## src/rtl/rst_seq_if.sv

```systemverilog
// Handshake bundle between the reset sequencer and the domains it releases.
// The master side drives the request and acks. The slave side (the sequencer)
// drives the per-domain resets and the status outputs.
interface rst_seq_if #(
   parameter int N_STAGE = 3
);
   logic               req_in;
   logic [N_STAGE-1:0] ack;
   logic [N_STAGE-1:0] stg_rst;
   logic [3:0]         stage;
   logic               done;
   logic               err;

   modport master (
      output req_in, ack,
      input  stg_rst, stage, done, err
   );

   modport slave (
      input  req_in, ack,
      output stg_rst, stage, done, err
   );
endinterface

```

## src/rtl/rst_seq.sv

```systemverilog
// Reset release sequencer. It takes the synchronized reset request and releases
// N_STAGE reset domains one at a time, stage 0 first. Each stage waits for the
// previous stage's ack plus a DLY-cycle gap. A missing ack for TMO cycles puts
// every domain back into reset and raises err.
module rst_seq #(
   parameter int N_STAGE = 3,
   parameter int DLY     = 4,
   parameter int TMO     = 8
) (
   input logic        clk,
   input logic        rst,
   rst_seq_if.slave   bus
);
   localparam int CMAX = (DLY > TMO) ? DLY : TMO;
   localparam int CW   = $clog2(CMAX) + 1;

   localparam logic [CW-1:0] DLY_LAST = CW'(DLY - 1);
   localparam logic [CW-1:0] TMO_LAST = CW'(TMO - 1);
   localparam logic [3:0]    LAST_STG = 4'(N_STAGE - 1);

   typedef enum logic [2:0] {
      S_HOLD,
      S_WACK,
      S_GAP,
      S_DONE,
      S_ERR
   } state_t;

   state_t             state, state_nxt;
   logic [CW-1:0]      cnt, cnt_nxt, cnt_inc;
   logic [3:0]         stage, stage_nxt;
   logic [N_STAGE-1:0] stg_rst, stg_rst_nxt;
   logic [N_STAGE-1:0] sel;
   logic               done, done_nxt;
   logic               err, err_nxt;
   logic               ack_cur;

   // The shared counter saturates instead of wrapping.
   assign cnt_inc = (cnt == '1) ? cnt : cnt + CW'(1);

   // One-hot select of the current stage. Acks from other stages are masked off.
   assign sel     = N_STAGE'(1) << stage;
   assign ack_cur = |(bus.ack & sel);

   // Next-state and next-output logic for the release sequence.
   always_comb begin
      // NOTE: every target gets a default first so no path leaves it unassigned
      // and no latch is inferred.
      state_nxt   = state;
      cnt_nxt     = cnt;
      stage_nxt   = stage;
      stg_rst_nxt = stg_rst;
      done_nxt    = done;
      err_nxt     = err;

      if (bus.req_in) begin
         // A new request wins over any ack or timeout seen on the same edge.
         state_nxt   = S_HOLD;
         cnt_nxt     = '0;
         stage_nxt   = '0;
         stg_rst_nxt = '1;
         done_nxt    = 1'b0;
         err_nxt     = 1'b0;
      end else begin
         unique case (state)
            S_HOLD: begin
               if (cnt == DLY_LAST) begin
                  state_nxt      = S_WACK;
                  cnt_nxt        = '0;
                  stage_nxt      = '0;
                  stg_rst_nxt[0] = 1'b0;
               end else begin
                  cnt_nxt = cnt_inc;
               end
            end
            S_WACK: begin
               if (ack_cur) begin
                  if (stage == LAST_STG) begin
                     state_nxt = S_DONE;
                     done_nxt  = 1'b1;
                  end else begin
                     state_nxt = S_GAP;
                     cnt_nxt   = '0;
                  end
               end else if (cnt == TMO_LAST) begin
                  state_nxt   = S_ERR;
                  cnt_nxt     = '0;
                  stg_rst_nxt = '1;
                  err_nxt     = 1'b1;
               end else begin
                  cnt_nxt = cnt_inc;
               end
            end
            S_GAP: begin
               if (cnt == DLY_LAST) begin
                  state_nxt   = S_WACK;
                  cnt_nxt     = '0;
                  stage_nxt   = stage + 4'd1;
                  stg_rst_nxt = stg_rst & ~(sel << 1);
               end else begin
                  cnt_nxt = cnt_inc;
               end
            end
            S_DONE, S_ERR: begin
               // Both hold until a new request arrives.
            end
            default: state_nxt = S_HOLD;
         endcase
      end
   end

   // State and output registers with synchronous reset.
   always_ff @(posedge clk) begin
      // NOTE: sequential state uses non-blocking assignments so every flop
      // samples pre-edge values regardless of statement order.
      if (rst) begin
         state   <= S_HOLD;
         cnt     <= '0;
         stage   <= '0;
         stg_rst <= '1;
         done    <= 1'b0;
         err     <= 1'b0;
      end else begin
         state   <= state_nxt;
         cnt     <= cnt_nxt;
         stage   <= stage_nxt;
         stg_rst <= stg_rst_nxt;
         done    <= done_nxt;
         err     <= err_nxt;
      end
   end

   assign bus.stg_rst = stg_rst;
   assign bus.stage   = stage;
   assign bus.done    = done;
   assign bus.err     = err;
endmodule
```

## src/flat_wrapper.sv

```systemverilog
// flat-port wrapper written by rule: the top's interface ports become plain ports
module rst_seq_flat 
#(
   parameter int N_STAGE = 3,
   parameter int DLY     = 4,
   parameter int TMO     = 8
)
  (clk, rst, bus_req_in, bus_ack, bus_stg_rst, bus_stage, bus_done, bus_err);
  rst_seq_if #(.N_STAGE(N_STAGE)) bus_i ();
  input logic clk;
  input logic rst;
  input wire logic [$bits(bus_i.req_in)-1:0] bus_req_in;
  input wire logic [$bits(bus_i.ack)-1:0] bus_ack;
  output wire logic [$bits(bus_i.stg_rst)-1:0] bus_stg_rst;
  output wire logic [$bits(bus_i.stage)-1:0] bus_stage;
  output wire logic [$bits(bus_i.done)-1:0] bus_done;
  output wire logic [$bits(bus_i.err)-1:0] bus_err;
  assign bus_i.req_in = bus_req_in;
  assign bus_i.ack = bus_ack;
  assign bus_stg_rst = bus_i.stg_rst;
  assign bus_stage = bus_i.stage;
  assign bus_done = bus_i.done;
  assign bus_err = bus_i.err;
  rst_seq #(.N_STAGE(N_STAGE), .DLY(DLY), .TMO(TMO)) u_core (.clk(clk), .rst(rst), .bus(bus_i));
endmodule
```

## config.mk

```make
export PLATFORM = sky130hd
export DESIGN_NAME = rst_seq_flat
export DESIGN_NICKNAME = d
export VERILOG_FILES = /design/src/rtl/rst_seq_if.sv /design/src/rtl/rst_seq.sv /design/src/flat_wrapper.sv
export SDC_FILE = /design/constraint.sdc
export NUM_CORES = 1
export LEC_CHECK = 0
export ABC_AREA = 1
export BUFFER_PORTS_ARGS = -buffer_cell sky130_fd_sc_hd__clkbuf_2
export CORE_ASPECT_RATIO = 1.75
export CORE_MARGIN = 2
export CORE_UTILIZATION = 45
export CTS_CLUSTER_SIZE = 25
export DETAILED_ROUTE_END_ITERATION = 7
export HOLD_SLACK_MARGIN = 0.15
export PLACE_DENSITY = 0.68
export SLEW_MARGIN = 20
export SYNTH_ARGS = -nofsm -noshare
export SYNTH_HDL_FRONTEND = slang
export SYNTH_SLANG_ARGS = --single-unit
export TNS_END_PERCENT = 100
```

## constraint.sdc

```tcl
create_clock -name clk -period 1.57 [get_ports clk]
set_clock_uncertainty 0.1 [all_clocks]
set_input_delay 0.157 -clock clk [delete_from_list [all_inputs] [get_ports clk]]
set_output_delay 0.157 -clock clk [all_outputs]
set_load 0.01 [all_outputs]
```

* Word level (Yosys, flattened, before mapping)
Cells that the tools add are included.
** Operators by class
- Add/sub/neg operators :: 2
- Equality and inequality tests :: 15
- Shift-type cells :: 1
- Multiplexer cells :: 20
- Bitwise logic cells :: 5
- Reductions and logical operators :: 16
** Operator list (count)
- 4-bit 2-to-1 mux :: 7
- 3-bit 2-to-1 mux :: 6
- 4-bit case mux with 2 select lines :: 2
- 3-bit AND reduction :: 4
- 3-bit case mux with 3 select lines :: 1
- 4-bit by 1-bit adder with 4-bit output, second input constant :: 2
- 4-bit by 2-bit equality test with 1-bit output, second input constant :: 2
- 2-bit by 1-bit inequality test with 1-bit output, second input constant :: 4
- 3-bit AND :: 2
- 3-bit by 2-bit equality test with 1-bit output, second input constant :: 2
- 2-bit nonzero test :: 3
- 2-bit OR reduction :: 3
- 5-bit AND reduction :: 1
- 4-bit by 3-bit equality test with 1-bit output, second input constant :: 1
- 4-bit equality test, second input constant :: 1
- 2-bit case mux with 2 select lines :: 1
- 4-bit AND reduction :: 1
- 1-bit by 4-bit << shifter with 3-bit output, first input constant :: 1
- 3-bit by 1-bit equality test with 1-bit output, second input constant :: 1
- 3-bit equality test, second input constant :: 1
- 3-bit logical NOT :: 1
- 3-bit by 1-bit inequality test with 1-bit output, second input constant :: 1
- 3-bit inequality test, second input constant :: 1
- 3-bit NOT :: 1
- 7 further kinds :: 9
** Storage, ports and cells
- Register bits :: 16
- Input bits :: 6
- Output and inout bits :: 9
- Word-level logic and storage cells :: 66

* Longest topological paths before layout
- Depth in word-level cells :: 5
- Mapped depth :: 11
- Depth with buffers taken out :: 11

* Worst setup path before layout
No wires, ideal clock.
- Kind :: reg2reg
- Start :: register u_core.cnt[0]
- End :: register u_core.stage[3], in the netlist u_core.bus.stage[3]
- Setup time :: 0.127 ns
- Arrival :: 1.246 ns
- Required time :: 1.343 ns
- Path slack :: 0.097 ns
- Cell stages (with the launch flop) :: 8
- Buffers on the path :: 0
- Clock period less this slack :: 1.473 ns
- Path through :: dfxtp_1 ha_1 nand3_2 nor2_4 nand2_1 nor3_2 nand2_1 nor3b_2
** On the way
- Longest elaborated chain between the ends :: 3
- Elaborated cells between the ends (all ways) :: 4
- Those cells by class :: 3 x eq/ne; 1 x reduce/logical
** RTL lines
- start, declared :: line rst_seq.sv:30 : logic [CW-1:0] cnt, cnt_nxt, cnt_inc;
- start signal, assigned :: line rst_seq.sv:125 : cnt <= cnt_nxt;
- 4-bit by 2-bit equality test with 1-bit output (*) :: line rst_seq.sv:67, rst_seq.sv:95
- 2-bit by 1-bit inequality test with 1-bit output (no line)
- 3-bit AND reduction (no line) (*)
- end signal, assigned :: line rst_seq.sv:126 : stage <= stage_nxt;
- end, declared :: line rst_seq.sv:31 : logic [3:0] stage, stage_nxt;
Mark *: on every way between the ends. The rest lies on a longest branch, timed or not.
A chain may end at the register's enable or synchronous reset.

* Worst setup path in the final report
Same ends and word-level chain as after synthesis.

==> impl_metrics.yaml <==
pwr:
  p_switching_uw: 171
  powerDensity_nw_per_um2: 589
  cell_internal_pwr_uw: 578
  switching_share: 0.228
  vdd.ir_drop.worst_uv: 466
  p_total_uw: 749
  p_leak_nw: 0.621
  p_comb_frac: 0.080
  clock_power_share: 0.369
  seqPwrFrac: 0.551
clocking:
  cts.clk_slew.worst_paths_ps: 100
  clock_latency_ps: 290
  cts_sinks: 16
  cts_buffers: 3
  h-tree-depth: 1
  cts_tree: "done"
  cts_root_buf: "clkbuf_4"
  clk_path_buf_depth: 2
critical_path:
  worstPathMaxFanout: 5
  critPathCaptureType: "register"
  critical_path_class: "register to register"
  start_kind: "register"
  timing.rr.start: "u_core.cnt[0]"
  crit_start: "u_core.cnt[0]"
  crit_arrival_ps: 1590
  worstPathRequired_ps: 1650
floorplan:
  die_w_microns: 40.1
  dieHeight_microns: 67.2
  core_region_area_sq_um: 2120
  die_area_sq_um: 2700
  num_rows: 22
  num_io_pins: 15
  start_util: 0.485
detailed_routing:
  drtAntennaViolNets: 0
  vias: 1013
  vias_per_cell: 5.09
  wl_per_cell_microns: 11.7
  drc: 0
  drt-pass1-iter-count: 4
  wirelength_mm: 2.32
  drt_iter0_markers: 9
timing:
  drv_slew: 0
  hold_violations: 0
  postLayoutSetupSlackWorst_ps: 60.6
  rsz0062_at_grt: "yes"
  final.min_clock_period_ps: 1510
  max_freq_ghz: 0.663
  relSlewSlack: 0.778
  finalCritPeriodShare: 0.961
  setup_tns_ps: 0
  max_slew.worst_pin.slew_ps: 330
  setup_viol: 0
yosys:
  seq_area_frac_synth: 0.311
  synth_compound_area_frac: 0.0803
  ys_warn_count: 0
  postSynthCellCount: 150
  syn_area_sq_um: 1030
  synth_top_family_by_area: "simple AND/OR/NAND/NOR gates"
  ys_ff_latch: 16
  yosys-top-cells-area: "dfxtp_1, nand2_1, inv_1"
  synthMuxAreaShare: 0
  synth.top_cell.area_share: 0.311
  synth.distinct_cells: 24
  yosysTopAreaCell: "dfxtp_1"
  synth_xor_area_frac: 0
  ys_async_sr_fraction: 0
  synth_edf_count: 0
  synth_flop_cell: "dfxtp_1"
  synth_nets: 159
  synth_fa_ha_area_frac: 0.0365
  synth_simple_gate_area_frac: 0.481
  netlist_top_cells_count: "nand2_1, inv_1, dfxtp_1, nor2_1, nand3_1"
  syn_area_per_cell_sq_um: 6.86
  yosysMostFrequentCell: "nand2_1"
grt:
  busiest_layer: "met2"
  grt_max_degree: 10
  grt_use_met2: 0.423
  antenna_found_initial: 0
  use_met3: 0.0329
  grt_pass1_vias: 1021
  grt_remaining_overflow: 0
  met1_usage: 0.196
  grt_pass1_wl_mm: 4.07
  grt.total_usage: 0.216
placement:
  preCtsSetupSlack_ps: -23.8
  place_inst: 192
  portBuffers: 14
  routabilityCongestion: 0.838
  dp_hpwl_mm: 1.94
cells_and_area:
  drive_gt1_frac: 0.366
  utilization: 0.600
  instances_no_fill: 199
  nNetsFinal: 185
  num_antenna_cells: 0
  synthToLayoutAreaGrowth_pct: 23.6
status:
  status: "finished clean"
worst_hold_path:
  hold_start: "bus_ack[1]"
  hold_class: "primary input to register"
flow_run:
  cap_violations: 0
## layout make-up
class	instances	area, sq um
Fill cell	202	848
Multi-Input combinational cell	109	654
Sequential cell	16	329
Timing Repair Buffer	21	128
Inverter	25	93.8
Clock buffer	4	36.3
Tap cell	24	30.0
## sequential cells by signal, indices dropped and copies added, names as in the netlist, named ones only
name                count
u_core.bus.done         1
u_core.bus.err          1
u_core.bus.stage        4
u_core.bus.stg_rst      3
u_core.cnt              3
u_core.state            3
## kinds of logic after synthesis
kind of cell             after synthesis
adder cells (fa/ha/maj)                3
AO/OA/AOI/OAI                         15
AND/OR/NAND/NOR                       91
buffers and inverters                 25
flip-flops                            16
## layout by cell type, fill, tap and decap left out, types with 2 or more instances in the layout
cell / count
ha_1: 2
nor2_1: 16
clkbuf_4: 3
buf_4: 5
nand2_1: 37
clkbuf_2: 14
inv_1: 17
o21ai_1: 2
o21ai_0: 2
nor2_4: 4
nand3_1: 11
dfxtp_1: 9
nor2_2: 4
dfxtp_2: 7
nand2_2: 3
nand3_4: 2
nand2_4: 5
nand3_2: 3
a21oi_1: 8
inv_2: 8
dlygate4sd3_1: 2
## worst paths after layout
path	end	slack [ps]	cells after the start
setup / recovery	u_core.bus.stage[3]	60	7
hold / removal	u_core.state[1]	300	5
setup reg to reg	u_core.bus.stage[3]	60	7
hold reg to reg	u_core.bus.stg_rst[1]	350	2
## power groups by stage
stage                     clock network, mW  logic (mW)  registers, mW
after global routing                  0.297      0.0674          0.413
after detailed placement                  0      0.0501          0.421
final                                 0.276      0.0596          0.413
after CTS                             0.285      0.0544          0.412
after floorplan                           0      0.0317          0.421
after global placement                    0      0.0487          0.421
## critical path, stage by stage, from the launching register on
cell	delay (ps)
dfxtp_2	370
ha_4	160
nand3_4	80
nor2_4	170
nand2_2	90
nor3_4	200
nand2_1	80
nor3b_2	150
## per-layer routing
layer,up-vias,wire length (microns)
li1,522,-
met1,473,835
met2,11,1390
met3,7,43
met4,0,51
met5,-,0
## stage by stage
step	cell area [sq um]	hold slack, ps
finish	1270	296
detailed placement	1160	332
floorplan	1030	252
CTS	1220	278
global placement	1160	333
global route	1270	320
## what timing repair did
item | in CTS | in global routing
hold buffers | 2 | 0
endpoints found under the setup margin | 1 | 9
hold endpoints to repair | 1 | 0
pin swaps | 0 | 5
setup buffers | 0 | 1
gates resized for setup | 1 | 15
No activity file was read; power rests on OpenSTA's default activity.
